## src/rtl/coef_loader_fsm.sv

```systemverilog
// Copies one coefficient bank from a synchronous ROM into the FIR coefficient RAM, with a handshake, abort and per-bank valid flags.
// Define COEF_CHECKSUM_EN to add a running modulo-2^COEF_WIDTH sum of the written words on checksum.
module coef_loader_fsm #(
    parameter int COEF_WIDTH = 16,
    parameter int NUM_TAPS   = 62,
    parameter int NUM_BANKS  = 2,
    parameter int BANK_W     = 1,
    parameter int ROM_AW     = 7,
    parameter int RAM_AW     = 6
) (
    input  logic                  clk,
    input  logic                  reset,
    input  logic                  start,
    input  logic [BANK_W-1:0]     bank_sel,
    input  logic                  reverse,
    input  logic                  abort,
    output logic                  busy,
    output logic                  done,
    output logic                  rom_rd,
    output logic [ROM_AW-1:0]     rom_addr,
    input  logic [COEF_WIDTH-1:0] rom_q,
    output logic                  ram_wren,
    output logic [RAM_AW-1:0]     ram_addr,
    output logic [COEF_WIDTH-1:0] ram_data,
    output logic [BANK_W-1:0]     ram_bank,
    output logic [NUM_BANKS-1:0]  coef_valid,
    output logic [COEF_WIDTH-1:0] checksum
);
    typedef enum logic [2:0] {IDLE, SETUP, READ, WRITE, FINISH} state_t;

    localparam logic [RAM_AW-1:0] LAST_TAP   = RAM_AW'(NUM_TAPS - 1);
    localparam logic [BANK_W:0]   BANK_LIMIT = (BANK_W + 1)'(NUM_BANKS);

    state_t                 state, state_next;
    logic [BANK_W-1:0]      bank;
    logic                   rev;
    logic [RAM_AW-1:0]      tap;
    logic [NUM_BANKS-1:0]   bank_mask;
    logic                   accept;
    logic                   last_tap;

    // Extra MSB keeps the compare exact when NUM_BANKS == 2^BANK_W.
    assign accept   = start && ({1'b0, bank_sel} < BANK_LIMIT);
    assign last_tap = (tap == LAST_TAP);
    assign ram_bank = bank;

    always_comb begin
        bank_mask = '0;
        for (int b = 0; b < NUM_BANKS; b++) begin
            bank_mask[b] = (bank == BANK_W'(b));
        end
    end

    always_ff @(posedge clk) begin
        if (reset) begin
            state <= IDLE;
        end else begin
            state <= state_next;
        end
    end

    always_comb begin
        state_next = state;
        busy       = 1'b1;
        done       = 1'b0;
        rom_rd     = 1'b0;
        ram_wren   = 1'b0;
        ram_data   = '0;
        case (state)
            IDLE: begin
                busy = 1'b0;
                if (accept) state_next = SETUP;
            end
            SETUP: state_next = abort ? IDLE : READ;
            READ: begin
                rom_rd     = 1'b1;
                state_next = abort ? IDLE : WRITE;
            end
            WRITE: begin
                // abort suppresses the write in the same cycle, including the last tap
                ram_data = rom_q;
                ram_wren = !abort;
                if (abort)         state_next = IDLE;
                else if (last_tap) state_next = FINISH;
                else               state_next = READ;
            end
            FINISH: begin
                done       = 1'b1;
                state_next = IDLE;
            end
            default: begin
                busy       = 1'b0;
                state_next = IDLE;
            end
        endcase
    end

    always_ff @(posedge clk) begin
        if (reset) begin
            bank       <= '0;
            rev        <= 1'b0;
            tap        <= '0;
            rom_addr   <= '0;
            ram_addr   <= '0;
            coef_valid <= '0;
        end else begin
            case (state)
                IDLE: begin
                    if (accept) begin
                        bank <= bank_sel;
                        rev  <= reverse;
                        tap  <= '0;
                    end
                end
                SETUP: begin
                    rom_addr   <= ROM_AW'(bank) * ROM_AW'(NUM_TAPS);
                    ram_addr   <= rev ? LAST_TAP : '0;
                    coef_valid <= coef_valid & ~bank_mask;
                end
                WRITE: begin
                    // Addresses stop on the last tap so they never leave the bank window.
                    if (!abort && !last_tap) begin
                        tap      <= tap + 1'b1;
                        rom_addr <= rom_addr + 1'b1;
                        ram_addr <= rev ? ram_addr - 1'b1 : ram_addr + 1'b1;
                    end
                end
                FINISH: coef_valid <= coef_valid | bank_mask;
                default: ;
            endcase
        end
    end

`ifdef COEF_CHECKSUM_EN
    logic [COEF_WIDTH-1:0] sum;

    always_ff @(posedge clk) begin
        if (reset) begin
            sum <= '0;
        end else if (state == SETUP) begin
            sum <= '0;
        end else if (ram_wren) begin
            sum <= sum + ram_data;
        end
    end

    assign checksum = sum;
`else
    assign checksum = '0;
`endif

endmodule
```

## config.mk

```make
export PLATFORM = sky130hd
export DESIGN_NAME = coef_loader_fsm
export DESIGN_NICKNAME = d
export VERILOG_FILES = /design/src/rtl/coef_loader_fsm.sv
export SDC_FILE = /design/constraint.sdc
export NUM_CORES = 1
export LEC_CHECK = 0
export BUFFER_PORTS_ARGS = -buffer_cell sky130_fd_sc_hd__buf_2
export CAP_MARGIN = 20
export CORE_MARGIN = 1.5
export CORE_UTILIZATION = 51
export CTS_CLUSTER_SIZE = 25
export DETAILED_ROUTE_END_ITERATION = 10
export HOLD_SLACK_MARGIN = 0.06
export PLACE_DENSITY_LB_ADDON = 0.25
export REMOVE_ABC_BUFFERS = 1
export SETUP_SLACK_MARGIN = 0.05
export SYNTH_ARGS = -nofsm -noshare
export SYNTH_HDL_FRONTEND = slang
export SYNTH_SLANG_ARGS = --single-unit
```

## constraint.sdc

```tcl
create_clock -name clk -period 4.6 [get_ports clk]
set_clock_uncertainty 0.1 [all_clocks]
set_input_delay 0.23 -clock clk [delete_from_list [all_inputs] [get_ports clk]]
set_output_delay 0.23 -clock clk [all_outputs]
set_load 0.02 [all_outputs]
```

==> results of run 1 <==
[placed cells by master, fill, tap and decap left out, drive strengths merged, types with 2 or more instances in the layout]
cell type / n
a2111oi: 2
ha: 7
buf: 57
nor3b: 2
nand2: 9
xnor2: 3
mux2i: 3
o211ai: 2
and2: 19
inv: 6
clkbuf: 3
or2: 2
conb: 16
nor4: 2
o2111ai: 3
o21a: 2
dlygate4sd3: 2
xor2: 7
a21oi: 13
nor2: 21
and3: 4
nand3: 6
o21ai: 12
dfxtp: 26
nor3: 11
a31oi: 2
[where the power goes]
group	switching, W	internal, W	total [W]
Combinational	0.0000552	0.0000323	0.0000875
Sequential	0.0000107	0.000233	0.000243
Clock	0.0000700	0.0000881	0.000158
Total	0.000136	0.000353	0.000489
[tightest hold or removal path: cells and delay by family]
| kind | cells | cell delay, ns |
|---|---|---|
| buffers and inverters | 1 | 0.10 |
| AND/OR/NAND/NOR | 1 | 0.11 |
| AO/OA/AOI/OAI | 1 | 0.03 |
[metal layers]
| metal | GRT usage | routed length (µm) | vias up |
|---|---|---|---|
| li1 | - | - | 791 |
| met1 | 0.250 | 1670 | 690 |
| met2 | 0.363 | 1710 | 59 |
| met3 | 0.0252 | 207 | 4 |
| met4 | 0.0652 | 27 | 0 |
| met5 | 0 | 0 | - |
[worst paths after layout]
path	startpoint	to	cells after the start
hold / removal	abort	state[1]	3
setup reg to reg	state[0]	tap[1]	3
hold reg to reg	register	register	2
setup / recovery	state[1]	ram_data[7]	3
[what timing repair did]
action                                  CTS  global route
hold endpoints to repair                  2             0
setup buffers                             0             0
hold buffers                              2             0
endpoints found under the setup margin    0             0
[flip-flops by register name, summed over array words and instances (netlist names), named ones only]
signal    count
rom_addr      7
ram_addr      6
tap           6
state         3
ram_bank      1
rev           1
[cells by family after synthesis]
logic type,count (synthesis),synth area share
buffers and inverters,33,0.130
adder cells (fa/ha/maj),8,0.0625
flip-flops,26,0.302
multiplexers,3,0.0174
AND/OR/NAND/NOR,84,0.270
other,1,0.00218
AO/OA/AOI/OAI,42,0.164
XOR/XNOR,10,0.0509
[metrics by stage]
step	utilization	cell area, µm²
after detailed placement	0.613	1920
after floorplan	-	1580
after global placement	0.613	1920
after global routing	0.636	1990
after CTS	0.636	1990
final	0.636	1990
[area by class of cell]
type / instances / share of cell area
clock inverter: 1 / 0.0151
timing repair buffer: 59 / 0.153
tap: 44 / 0.0277
inverter: 6 / 0.0113
sequential: 26 / 0.262
multi-input combinational: 163 / 0.519
clock buffer: 3 / 0.0113
==> flow_metrics.py, run 1 <==
metrics = {
    "status": {
        "status": "completed",
    },
    "pwr": {
        "p_per_area_mw_per_mm2": 246,
        "peakVddDrop_mv": 0.167,
        "p_total_w": 0.000489,
        "leakagePower_nw": 0.958,
    },
    "clock_tree": {
        "htree_levels": 1,
        "max-clock-path-buffers": 2,
        "cts-resized-gates": 0,
        "numCtsBuffers": 3,
        "clkTransAtPathRegs_ns": 0.14,
        "cts-root-buf": "clkbuf_4",
        "clk_latency_ns": 0.32,
        "cts_tree": "done",
        "cts_sinks": 26,
    },
    "placed_design": {
        "dp_slack_ns": 2.57,
        "gp_congestion": 0.799,
        "port_buffers": 57,
        "hpwl_um": 2610,
        "dp_cells": 296,
    },
    "synth": {
        "yosys.area.top_type": "dfxtp_1",
        "synth_edf_count": 0,
        "ys.flop_type": "dfxtp_1",
        "synthTopCellsByArea": "dfxtp_1, buf_4, and2_1",
        "synth_warnings": 0,
        "synth.avg_cell_area_um2": 8.32,
        "synth_area_mm2": 0.00172,
        "synth.ff_latch_count": 26,
        "synth_top_area_share": 0.302,
        "ys_seq_area_frac": 0.302,
        "yosysMostFrequentCell": "dfxtp_1",
        "async_flop_share": 0,
        "synthCells": 207,
        "synthTopCellsByCount": "dfxtp_1, nor2_1, and2_1, buf_4, a21oi_1",
        "ys_types": 48,
    },
    "critical_path": {
        "slowest_stage": "and3b_1",
        "arrival_ns": 1.89,
        "crit_chain": "and3b_1 > and2_1 > buf_2",
        "cp-start-kind": "register",
        "critical_path.top_delay_family": "simple AND/OR/NAND/NOR gates",
        "worst-path-buf-inv": 1,
        "crit_type": "register to output pin",
        "r2r_slack_ns": 2.57,
        "cp-end-kind": "output pin",
        "critPathRequiredTime_ns": 4.27,
        "cp_max_fo": 23,
        "critical-path-max-stage-delay_ns": 0.63,
    },
    "detailed_routing": {
        "dr.pass1.iters": 4,
        "drtIter0Drc": 27,
        "wl_um": 3610,
        "vias_per_cell": 5.11,
        "drc": 0,
        "postRouteAntennaNets": 0,
        "wire_per_inst_um": 11.9,
        "route.vias.total": 1544,
    },
    "layout": {
        "seqCellArea_um2": 520,
        "nFillCells": 285,
        "multi_input_area_mm2": 0.00103,
        "area_growth_pct": 15.6,
        "layout.nets": 289,
        "final_cell_count_no_fill": 302,
        "diodes": 0,
        "drive_above_1_share": 0.271,
    },
    "sta": {
        "hold_viol": 0,
        "setup_slack_ns": 2.38,
        "clock.fmax_mhz": 450,
        "maxSlewViolCount": 0,
        "hold_ws_ns": 0.0735,
        "finalSetupTns_ns": 0,
        "rsz0062_at_grt": "false",
        "tightest_slew_ns": 1.01,
        "fin_crit_ns": 2.22,
        "finalSetupViolCount": 0,
        "period_share": 0.483,
        "relSlewSlack": 0.326,
    },
    "die": {
        "die_w_um": 61.1,
        "die-height_um": 61.1,
        "io_pins": 74,
        "core_mm2": 0.00313,
        "initial_core_util": 0.550,
        "dieArea_mm2": 0.00373,
        "rows": 20,
    },
    "grt": {
        "grt_pass1_vias": 1333,
        "antenna_found_initial": 0,
        "grt_usage": 0.202,
        "overflow": 0,
        "grt_max_degree": 25,
        "grt_pass1_wl_um": 5710,
    },
    "flow_run": {
        "maxCapViolCount": 0,
    },
    "worst_hold_path": {
        "worstHoldPathType": "input pin to register",
    },
}
Power figures use the tool's default switching activity.
==> run 2: changes to the inputs <==
--- a/config.mk
+++ b/config.mk
@@ -5,10 +5,11 @@
 export SDC_FILE = /design/constraint.sdc
 export NUM_CORES = 1
 export LEC_CHECK = 0
+export ABC_AREA = 1
 export BUFFER_PORTS_ARGS = -buffer_cell sky130_fd_sc_hd__buf_2
 export CAP_MARGIN = 20
 export CORE_MARGIN = 1.5
-export CORE_UTILIZATION = 51
+export CORE_UTILIZATION = 48
 export CTS_CLUSTER_SIZE = 25
 export DETAILED_ROUTE_END_ITERATION = 10
 export HOLD_SLACK_MARGIN = 0.06
==> constraint.sdc (replaced) <==
create_clock -name clk -period 2.2 [get_ports clk]
set_clock_uncertainty 0.1 [all_clocks]
set_input_delay 0.11 -clock clk [delete_from_list [all_inputs] [get_ports clk]]
set_output_delay 0.11 -clock clk [all_outputs]
set_load 0.02 [all_outputs]
==> run 2 against run 1 <==
Against the previous run: non-clock buffer count is 2 higher; critical path type unchanged; setup slack worse by 1.9 ns; area after synthesis is 5.5% higher; register-to-register slack worse by 2.0 ns; largest cell class unchanged.
==> flow_metrics.py, run 2 <==
metrics = {
    "status": {
        "status": "completed",
    },
    "detailed_routing": {
        "wl_um": 3890,
        "drtIter0Drc": 102,
        "dr.pass1.iters": 4,
        "wire_per_inst_um": 10.1,
        "drc": 0,
        "postRouteAntennaNets": 0,
        "route.vias.total": 1775,
        "vias_per_cell": 4.61,
    },
    "pwr": {
        "p_int_w": 0.000765,
        "p_per_area_mw_per_mm2": 532,
        "power.share.sequential": 0.469,
        "peakVddDrop_mv": 0.223,
        "pwr-share-clk": 0.269,
        "p_comb_frac": 0.262,
        "swShare": 0.333,
        "leakagePower_nw": 1.17,
        "p_switching_w": 0.000383,
    },
    "placed_design": {
        "gp_congestion": 0.828,
        "dpl_cell_area_mm2": 0.00207,
        "dp_cells": 378,
        "port_buffers": 57,
        "hpwl_um": 3060,
    },
    "clock_tree": {
        "max-clock-path-buffers": 2,
        "numCtsBuffers": 3,
        "cts_sinks": 26,
        "clkTransAtPathRegs_ns": 0.09,
        "postCtsSetupBuffers": 0,
        "cts-root-buf": "clkbuf_8",
        "cts_tree": "done",
        "clk_latency_ns": 0.27,
        "htree_levels": 1,
    },
    "grt": {
        "grt_pass1_wl_um": 6490,
        "grt_pass1_vias": 1520,
        "antenna_found_initial": 0,
        "grt_usage": 0.193,
        "overflow": 0,
        "grt_max_degree": 25,
    },
    "die": {
        "die_w_um": 64.5,
        "die-height_um": 64.5,
        "initial_core_util": 0.496,
        "core_mm2": 0.00366,
        "io_pins": 74,
        "rows": 22,
        "dieArea_mm2": 0.00416,
    },
    "sta": {
        "clock.fmax_mhz": 582,
        "finalSetupTns_ns": 0,
        "maxSlewViolCount": 0,
        "period_share": 0.780,
        "fin_crit_ns": 1.72,
        "finalSetupViolCount": 0,
        "hold_viol": 0,
        "rsz0062_at_grt": "false",
    },
    "layout": {
        "layout_common_cells": "nor2_1, buf_2, inv_1, nand2_1, dfxtp_1",
        "design_area_mm2": 0.00216,
        "area_growth_pct": 18.7,
        "final_cell_count_no_fill": 385,
        "layout.nets": 368,
        "nFillCells": 378,
        "largest-register": "rom_addr",
        "diodes": 0,
        "reg_top3": "rom_addr: 7 flops, ram_addr: 6 flops, tap: 6 flops",
        "largest_reg_flops": 7,
        "final_common_cell": "nor2_1",
        "drive_above_1_share": 0.249,
    },
    "synth": {
        "async_flop_share": 0,
        "synth_warnings": 0,
        "synth.avg_cell_area_um2": 6.54,
        "synth_area_mm2": 0.00182,
        "synthTopCellsByArea": "dfxtp_1, nor2_1, inv_1",
        "ys_types": 35,
        "yosys.area.top_type": "dfxtp_1",
        "ys.flop_type": "dfxtp_1",
        "synth_top_area_share": 0.287,
        "yosysMostFrequentCell": "nor2_1",
        "ys_seq_area_frac": 0.287,
        "synth_edf_count": 0,
        "synthTopCellsByCount": "nor2_1, inv_1, nand2_1, dfxtp_1, a21oi_1",
        "synth.ff_latch_count": 26,
        "synthCells": 278,
    },
    "critical_path": {
        "critPathRequiredTime_ns": 1.99,
        "slowest_stage": "dfxtp_1",
        "critical-path-max-stage-delay_ns": 0.40,
        "worst-path-buf-inv": 2,
        "crit_type": "register to output pin",
        "crit_chain": "nand2_2 > nor2_2 > inv_2 > nor2_1 > buf_2",
        "cp-start-kind": "register",
        "cp_max_fo": 24,
        "critical_path.top_delay_family": "simple AND/OR/NAND/NOR gates",
        "arrival_ns": 1.51,
        "cp-end-kind": "output pin",
    },
    "worst_hold_path": {
        "worstHoldPathType": "input pin to register",
    },
    "flow_run": {
        "maxCapViolCount": 0,
    },
}
[run 2: cell types whose count changed in the layout (fill, tap and decap cells not counted), moves of 5 or more]
cell     previous run  this run
nor2_1             20        59
inv_1               6        40
nand3_1             6        15
nand2_1             9        39
a21oi_1            13        19
nor3_1             11         3
o21ai_1             1         8
xor2_1              7         2
and2_1             18         0
[run 2: worst paths after layout]
path | startpoint | endpoint | slack, ns | cells past startpoint
worst max register to register | tap[0] | rom_addr[5] | 0.55 | 8
worst max-delay path | state[0] | ram_data[0] | 0.48 | 5
worst min register to register | register | register | 0.39 | 2
worst min-delay path | abort | state[0] | 0.08 | 4
[run 2: power groups by stage]
stage / logic [W] / registers (W) / clock network, W
2_1_floorplan: 0.000188 / 0.000571 / 0
3_3_place_gp: 0.000294 / 0.000549 / 0
3_5_place_dp: 0.000296 / 0.000549 / 0
4_1_cts: 0.000301 / 0.000539 / 0.000315
5_1_grt: 0.000341 / 0.000545 / 0.000333
6_report: 0.000301 / 0.000538 / 0.000308
[run 2: layout make-up]
| type | instances | area [µm²] | share of cell area |
|---|---|---|---|
| tap | 48 | 60.1 | 0.0279 |
| clock buffer | 4 | 55.1 | 0.0255 |
| sequential | 26 | 520 | 0.241 |
| timing repair buffer | 61 | 323 | 0.150 |
| inverter | 45 | 169 | 0.0784 |
| multi-input combinational | 201 | 1030 | 0.477 |
[run 2: cell families after synthesis]
kind of cell / Yosys count / synth area share
AOI/OAI and AO/OA: 41 / 0.123
xor gates and xnor gates: 4 / 0.0193
adders and majority gates: 8 / 0.0592
buffers and inverters: 66 / 0.178
DFF: 26 / 0.287
other: 1 / 0.00206
and+or+nand+nor: 132 / 0.332
[run 2: worst register-to-register path, stage by stage (launching register included)]
cell and delay [ns]:
dfxtp_1 0.43, ha_1 0.17, nand2_1 0.06, nand3b_2 0.22, nand2_2 0.14, nand2_4 0.14, o21ai_2 0.15, nor2_1 0.08
nor2_1 0.10
[run 2: per-stage QoR]
| step | hold WS, ns | worst slack [ns] | total power [W] | utilization |
|---|---|---|---|---|
| floorplan | 0.0791 | 0.626 | 0.000759 | - |
| detailed placement | 0.282 | 0.570 | 0.000846 | 0.566 |
| CTS | 0.0825 | 0.461 | 0.00116 | 0.589 |
| global placement | 0.279 | 0.643 | 0.000843 | 0.566 |
| global route | 0.113 | 0.341 | 0.00122 | 0.589 |
| finish | 0.0823 | 0.483 | 0.00115 | 0.589 |
[run 2: layer usage]
metal,share of wire,GRT usage
met1,0.48,0.247
met2,0.48,0.335
met3,0.038,0.0295
met4,0.010,0.0559
met5,0,0
[run 2: what timing repair did]
action                                  CTS  global route
hold buffers                              3             0
hold endpoints to repair                  7             0
gates resized for setup                   0             0
endpoints found under the setup margin    0             0
==> run 3: changes to the inputs <==
--- a/config.mk
+++ b/config.mk
@@ -5,11 +5,11 @@
 export SDC_FILE = /design/constraint.sdc
 export NUM_CORES = 1
 export LEC_CHECK = 0
-export ABC_AREA = 1
+export ABC_AREA = 0
 export BUFFER_PORTS_ARGS = -buffer_cell sky130_fd_sc_hd__buf_2
 export CAP_MARGIN = 20
 export CORE_MARGIN = 1.5
-export CORE_UTILIZATION = 48
+export CORE_UTILIZATION = 43
 export CTS_CLUSTER_SIZE = 25
 export DETAILED_ROUTE_END_ITERATION = 10
 export HOLD_SLACK_MARGIN = 0.06
==> constraint.sdc (replaced) <==
create_clock -name clk -period 1.45 [get_ports clk]
set_clock_uncertainty 0.1 [all_clocks]
set_input_delay 0.0725 -clock clk [delete_from_list [all_inputs] [get_ports clk]]
set_output_delay 0.0725 -clock clk [all_outputs]
set_load 0.02 [all_outputs]
==> run 3 against run 2 <==
Against the previous run: the flow now finishes with violations (negative setup slack); core utilization rose by 27 points; critical endpoint is now ram_addr[5]; clock power rose by 42%; non-clock buffer count rose by 71; worst hold slack improved by 0.0049 ns.
==> flow_metrics.py, run 3 (same netlist as run 1, synthesis figures left out) <==
metrics = {
    "layout": {
        "diodes": 0,
        "drive_above_1_share": 0.625,
        "layout_common_cells": "buf_6, buf_4, buf_2, dfxtp_1, and2_4",
        "layout.nets": 363,
        "design_area_mm2": 0.00320,
        "area_growth_pct": 85.7,
        "reg_top3": "rom_addr: 7 flops, ram_addr: 6 flops, tap: 6 flops",
        "final_common_cell": "buf_6",
        "largest-register": "rom_addr",
        "largest_reg_flops": 7,
    },
    "die": {
        "rows": 22,
        "initial_core_util": 0.460,
        "die_w_um": 66.3,
        "dieArea_mm2": 0.00439,
        "io_pins": 74,
        "core_mm2": 0.00374,
        "die-height_um": 66.3,
    },
    "critical_path": {
        "rr_endpoint": "ram_addr[5]",
        "crit_type": "register to register",
        "r2r_start": "rev",
        "crit_path_end": "ram_addr[5]",
        "arrival_ns": 1.84,
        "cp_max_fo": 6,
        "r2r_slack_ns": -0.29,
        "rr_worst_depth": 6,
        "cp-start-kind": "register",
        "critPathRequiredTime_ns": 1.55,
        "crit_path_start": "rev",
        "cp-end-kind": "register",
    },
    "placed_design": {
        "gp_congestion": 0.775,
        "port_buffers": 57,
        "dp_slack_ns": -0.419,
        "dpl_cell_area_mm2": 0.00223,
        "hpwl_um": 3060,
    },
    "clock_tree": {
        "clkTransAtPathRegs_ns": 0.10,
        "max-clock-path-buffers": 2,
        "numCtsBuffers": 3,
        "htree_levels": 1,
        "clk_latency_ns": 0.27,
        "cts_tree": "done",
        "cts_sinks": 26,
        "cts-root-buf": "clkbuf_8",
    },
    "detailed_routing": {
        "wire_per_inst_um": 20.7,
        "vias_per_cell": 5.72,
        "postRouteAntennaNets": 0,
        "drtIter0Drc": 155,
        "wl_um": 7860,
        "route.vias.total": 2167,
        "dr.pass1.iters": 5,
        "drc": 0,
    },
    "grt": {
        "overflow": 0,
        "grtUsageMet1": 0.297,
        "grt_max_degree": 23,
        "met3_usage": 0.0443,
        "top_usage_layer": "met2",
        "grt_usage": 0.222,
        "grt_pass1_vias": 1611,
        "antenna_found_initial": 0,
        "grt_pass1_wl_um": 7650,
        "grtUsageMet2": 0.370,
    },
    "sta": {
        "period_share": 1.20,
        "finalSetupViolCount": 43,
        "maxSlewViolCount": 0,
        "hold_viol": 0,
        "fin_crit_ns": 1.74,
        "rsz0062_at_grt": "true",
        "clock.fmax_mhz": 574,
        "setup_slack_ns": -0.293,
    },
    "status": {
        "status": "finished, violations left",
        "violations": "negative setup slack",
    },
    "flow_run": {
        "maxCapViolCount": 0,
    },
    "pwr": {
        "p_per_area_mw_per_mm2": 562,
        "peakVddDrop_mv": 0.686,
        "leakagePower_nw": 1.44,
    },
    "worst_hold_path": {
        "worstHoldPathType": "input pin to register",
    },
}
[run 3: changes by cell type in the layout (fill, tap and decap cells not counted), sizes merged, moves of 7 or more]
cell,previous run,this run
buf,58,125
nor2,63,21
inv,44,6
nand2,44,9
and2,0,19
nand3,15,6
a21oi,20,13
[run 3: timing repair]
item,4_1_cts,5_1_grt
pin swaps,24,48
hold endpoints to repair,6,0
cloned,2,2
hold buffers,5,0
setup buffers,9,19
resized for setup,59,101
endpoints found under the setup margin,39,42
[run 3: worst min-delay path by stage]
| stage | start | end | slack [ns] | depth (start not counted) |
|---|---|---|---|---|
| floorplan | reset | tap[1] | 0.04 | 1 |
| global placement | reverse | rev | 0.21 | 3 |
| detailed placement | reverse | rev | 0.21 | 3 |
| CTS | start | state[2] | 0.07 | 3 |
| global route | start | state[2] | 0.08 | 3 |
| finish | start | state[2] | 0.09 | 3 |
[run 3: final cells by class]
cell class                 instances  area, µm²
sequential                        26        532
multi-input combinational        164       1390
fill                             190        547
tap                               48       60.1
timing repair buffer             132       1150
clock buffer                       3       41.3
inverter                           6       22.5
[run 3: worst max-delay path, stage by stage, from the launching register on]
cell	delay, ns
dfxtp_4	0.41
ha_4	0.31
nand3_2	0.07
o211ai_1	0.29
o21ai_1	0.13
a211o_1	0.28
o211ai_2	0.08
[run 3: power by group]
| group | switching (W) | internal [W] | leakage (nW) |
|---|---|---|---|
| Combinational | 0.000310 | 0.000279 | 1.20 |
| Sequential | 0.0000322 | 0.000739 | 0.214 |
| Clock | 0.000250 | 0.000187 | 0.0216 |
[run 3: routing by layer]
metal | part of all wire | vias to the layer above
met1 | 0.39 | 1054
li1 | - | 943
met2 | 0.52 | 132
met4 | 0.036 | 0
met3 | 0.059 | 38
met5 | 0 | -
[run 3: stage by stage]
step	hold slack, ns	setup TNS, ns	power [W]	instances	utilization
global placement	0.212	-2.11	0.00113	340	0.597
detailed placement	0.208	-2.49	0.00114	340	0.597
global route	0.0753	-10.22	0.00185	379	0.854
CTS	0.0740	-4.38	0.00163	358	0.702
finish	0.0872	-8.51	0.00180	379	0.854
floorplan	0.0414	-3.57	0.000970	195	-
